File: config.mk
export PLATFORM = sky130hd
export DESIGN_NAME = sha256_padder
export DESIGN_NICKNAME = d
export VERILOG_FILES = /design/src/rtl/sha256_padder.sv
export SDC_FILE = /design/constraint.sdc
export NUM_CORES = 1
export LEC_CHECK = 0
export CORE_ASPECT_RATIO = 1.4
export CORE_MARGIN = 3
export CORE_UTILIZATION = 50
export DETAILED_ROUTE_END_ITERATION = 12
export GPL_TIMING_DRIVEN = 0
export PLACE_DENSITY_LB_ADDON = 0.12
export SLEW_MARGIN = 20
export SYNTH_ARGS = -nofsm -noshare
export SYNTH_HDL_FRONTEND = slang
export SYNTH_SLANG_ARGS = --single-unit
File: constraint.sdc
create_clock -name clk -period 6.2 [get_ports clk]
set_input_delay 1.24 -clock clk [delete_from_list [all_inputs] [get_ports clk]]
set_output_delay 1.24 -clock clk [all_outputs]
set_load 0.01 [all_outputs]
File: src/rtl/sha256_padder.sv
// sha256_padder: SHA-256 message padding of a byte stream into 16-word 512-bit blocks
module sha256_padder (
  input  logic        clk,
  input  logic        reset,
  input  logic        in_valid,
  output logic        in_ready,
  input  logic [7:0]  in_data,
  input  logic        in_last,
  input  logic        in_nobyte,
  output logic        out_valid,
  input  logic        out_ready,
  output logic [31:0] out_word,
  output logic [3:0]  out_idx,
  output logic        out_blk_end,
  output logic        out_msg_end
);
  localparam logic [1:0] S_DATA  = 2'd0;
  localparam logic [1:0] S_PAD80 = 2'd1;
  localparam logic [1:0] S_ZERO  = 2'd2;
  localparam logic [1:0] S_LEN   = 2'd3;
  logic [1:0]  r_state;
  logic [5:0]  r_pos;
  logic [60:0] r_len;
  logic [1:0]  r_lane;
  logic [23:0] r_sh;
  logic        w_slot, w_acc, w_msg, w_push, w_len_done;
  logic [7:0]  w_byte;
  logic [5:0]  w_pos_nx;
  logic [63:0] w_bits;
  assign w_slot     = !out_valid || out_ready;
  assign in_ready   = reset && r_state == S_DATA && w_slot;
  assign w_acc      = in_valid && in_ready;
  assign w_msg      = w_acc && !(in_last && in_nobyte);
  assign w_bits     = {r_len, 3'b000};
  assign w_pos_nx   = r_pos + 6'd1;
  assign w_len_done = r_state == S_LEN && w_slot && r_pos == 6'd63;
  // Choose the byte entering the packer this cycle: message data or padding
  always_comb begin
    w_push = (r_state == S_DATA) ? w_msg : w_slot;
    w_byte = (r_state == S_DATA)  ? in_data :
             (r_state == S_PAD80) ? 8'h80 :
             (r_state == S_ZERO)  ? 8'h00 :
             w_bits[{~r_pos[2:0], 3'b000} +: 8];
  end
  // Padding sequencer: state, block position and message length
  always_ff @(posedge clk or negedge reset) begin
    if (!reset) begin
      r_state <= S_DATA;
      r_pos   <= '0;
      r_len   <= '0;
    end else begin
      if (w_acc && in_last)
        r_state <= S_PAD80;
      else if (r_state == S_PAD80 && w_slot)
        r_state <= (w_pos_nx == 6'd56) ? S_LEN : S_ZERO;
      else if (r_state == S_ZERO && w_slot && w_pos_nx == 6'd56)
        r_state <= S_LEN;
      else if (w_len_done)
        r_state <= S_DATA;
      if (w_push)
        r_pos <= w_pos_nx;
      if (w_len_done)
        r_len <= '0;
      else if (w_msg)
        r_len <= r_len + 61'd1;
    end
  end
  // Packer: collect bytes, the fourth one loads the output word
  always_ff @(posedge clk or negedge reset) begin
    if (!reset) begin
      r_lane      <= '0;
      r_sh        <= '0;
      out_valid   <= 1'b0;
      out_word    <= '0;
      out_idx     <= '0;
      out_blk_end <= 1'b0;
      out_msg_end <= 1'b0;
    end else begin
      if (w_push) begin
        r_lane <= r_lane + 2'd1;
        r_sh   <= {r_sh[15:0], w_byte};
      end
      if (w_push && r_lane == 2'd3) begin
        out_valid   <= 1'b1;
        out_word    <= {r_sh, w_byte};
        out_idx     <= r_pos[5:2];
        out_blk_end <= r_pos[5:2] == 4'd15;
        out_msg_end <= w_len_done;
      end else if (out_ready) begin
        out_valid <= 1'b0;
      end
    end
  end
endmodule
==> flow_summary.toml <==
[floorplanning]
start_util = 0.518
dieArea_mm2 = 0.0149
fp.coreArea_mm2 = 0.0130
die_x_um = 104
row_count = 49
ios = 54
die_h_um = 143

[worst_setup_path]
critPathRequiredTime_ns = 4.96
cp-end-kind = "output port"
path_class = "input port to output port"
worst_ep_arrival_time_ns = 2.80
startpoint_type = "input port"
cp_max_fo = 75

[timing]
rsz0062_at_grt = "no"
setup_ws_ns = 2.16
finClkSkew_ns = 0.00834
clock.fmax_mhz = 248
finalHoldViolCount = 0
fin_setup_tns_ns = 0
setup-violations-final = 0
relSlewSlack = 0.254
worst_pin_slew_ns = 1.11
fin_crit_ns = 4.04
slew_violations = 0
fin_crit_sh = 0.652

[cts]
root_buffer = "clkbuf_16"
h-tree-depth = 4
cts_buffers = 17
clock_path_buffers = 2
clkLatencyLatePin_ns = 0.42
cts_tree = "done"
cts_resized = 0
cts.clk_slew.worst_paths_ns = 0.06
postCtsSetupRepairBufs = 0
ctsHoldBuffers = 0
numClockSinks = 134

[synth]
yosys.area_share.simple = 0.189
synth_top_family_by_area = "simple AND/OR/NAND/NOR gates"
synth_compound_area_frac = 0.101
syn_inst = 624
synth_area_leaders = "dfrtp_1 (50%), mux2_2 (9.2%), mux4_2 (4.0%)"
synth_nets = 641
syn_avg_cell_area_um2 = 10.8
synthMuxAreaShare = 0.151
ys_seq_area_frac = 0.498
synth_edf_count = 0
synthXorXnorAreaFrac = 0.0273
synthFlopType = "dfrtp_1"
synth_seq_cells = 134
yosysTopAreaCell = "dfrtp_1"
ys_types = 49
synth_fa_ha_area_frac = 0.00557
async_reset_ff_frac = 1.00
yosys_warnings = 0
yosysTopAreaCellShare = 0.498
synth_area_mm2 = 0.00674

[drt]
totalWireLength_mm = 17.4
wl_per_cell_um = 19.6
drt_iter0_markers = 603
drt_first_pass_iters = 6
final_antenna_net_count = 0
vias = 5495
drc = 0
viasPerCell = 6.19

[placement]
placed_area_mm2 = 0.00752
hpwl_mm = 12.6
pre_cts_slack_ns = 2.09
gp_congestion = 0.949
port_buffers = 53

[final_layout]
finalInstanceArea_mm2 = 0.00809
antenna_cells = 0
drive_gt1_frac = 0.173
layout_common_cells = "dfrtp_1 (134), mux2_2 (55), clkdlybuf4s50_1 (52), nand2_1 (49), a21oi_1 (48)"
area_growth_pct = 20.1
fillers = 1055
layout_commonest_cell = "dfrtp_1"
fin_nets = 714

[grt]
antenna_found_initial = 0
grt_usage = 0.242
grt_pass1_vias = 5516
grt.overflow.total = 0
grt_max_degree = 76
grt_pass1_wl_mm = 28.4

[power]
clkPwrFrac = 0.344
ir_drop_mv = 0.177
power.density_mw_per_mm2 = 346
p_int_w = 0.00191
cellLeakagePower_nw = 3.39
p_switching_w = 0.000891
comb_power_share = 0.260
seq_power_share = 0.397
p_sw_frac = 0.319

[run]
max-cap-violations = 0

[worst_hold_path]
hold_path_class = "flop to flop"

[run_status]
outcome = "finished, final reports clean"
## synth_stat cells (2+ instances only)
cell type    n
or4_1       21
nor2_1      32
ha_1         3
nor3_1       7
xor2_1      16
a21oi_1     48
or3_1       21
xnor2_1      5
o21ai_0     30
nor4_1       2
and2_1       5
inv_1        9
o31ai_1     21
clkbuf_1    23
and3_1      11
nand3_1     30
mux2_2      55
mux4_2      12
nand4_1     29
o221ai_1     3
a31oi_1      3
a41oi_1      3
and4_1       6
mux2i_1     10
nand2_1     49
or2_2        4
clkbuf_8     2
o211ai_1     4
dfrtp_1    134
buf_2        6
or3_2        2
## layer usage
layer,share of wire,global-route usage,vias up,wire [µm]
met4,0.042,0.123,0,725
li1,-,-,2501,-
met2,0.52,0.437,246,9020
met1,0.38,0.277,2689,6680
met5,0,0,-,0
met3,0.056,0.0445,59,972
## final cells by class
cell class,count,area [µm²],area share
well taps,178,223,0.0275
clock buffers,17,425,0.0526
clock inverters,15,141,0.0175
inverters,9,33.8,0.00418
plain buffers,33,159,0.0196
flip-flops and latches,134,3350,0.415
repair buffers,54,563,0.0696
multi-input cells,448,3190,0.394
## power by group through the flow
stage / Clock, W / Sequential [W] / Combinational (W)
after floorplan: 0 / 0.00113 / 0.000436
after global placement: 0 / 0.00112 / 0.000709
after detailed placement: 0 / 0.00112 / 0.000732
after CTS: 0.000978 / 0.00111 / 0.000736
after global routing: 0.00102 / 0.00113 / 0.000789
final: 0.000961 / 0.00111 / 0.000726
## flip-flops by register name, summed over array words and instances, names as in the netlist
register     flops
out_blk_end      1
out_msg_end      1
r_state          2
r_len           61
out_word        32
r_lane           2
out_valid        1
r_pos            6
r_sh            24
out_idx          4
## metrics by stage
step | instances | util | hold slack [ns] | power (W)
2_1_floorplan | 624 | - | 0.448 | 0.00156
3_3_place_gp | 855 | 0.576 | 0.461 | 0.00183
3_5_place_dp | 856 | 0.579 | 0.464 | 0.00186
4_1_cts | 888 | 0.622 | 0.492 | 0.00282
5_1_grt | 888 | 0.622 | 0.517 | 0.00294
6_report | 888 | 0.622 | 0.489 | 0.00280
## critical path, cell delays in order
cell and delay [ns]:
buf_8 0.36, buf_16 0.35, and3_1 0.23, clkdlybuf4s50_1 0.55
## worst paths after layout
path | startpoint | end | slack (ns) | cells past startpoint
hold reg to reg | r_lane[0] | r_lane[0] | 0.49 | 1
max in group asynchronous | reset | out_valid | 4.74 | 2
hold / removal | r_lane[0] | r_lane[0] | 0.49 | 1
setup / recovery | reset | in_ready | 2.16 | 4
setup reg to reg | r_len[33] | r_len[57] | 3.54 | 5
min in group asynchronous | reset | r_sh[16] | 0.74 | 1
## cells by family (layout without fill, tap and decap cells)
family                     after synthesis  after routing
and+or+nand+nor                        230            230
DFF                                    134            134
AOI/OAI and AO/OA                      116            116
muxes                                   78             78
buffers and inverters                   42            128
xor gates and xnor gates                21             21
adders and majority gates                3              3
No activity file was read; power rests on OpenSTA's default activity.
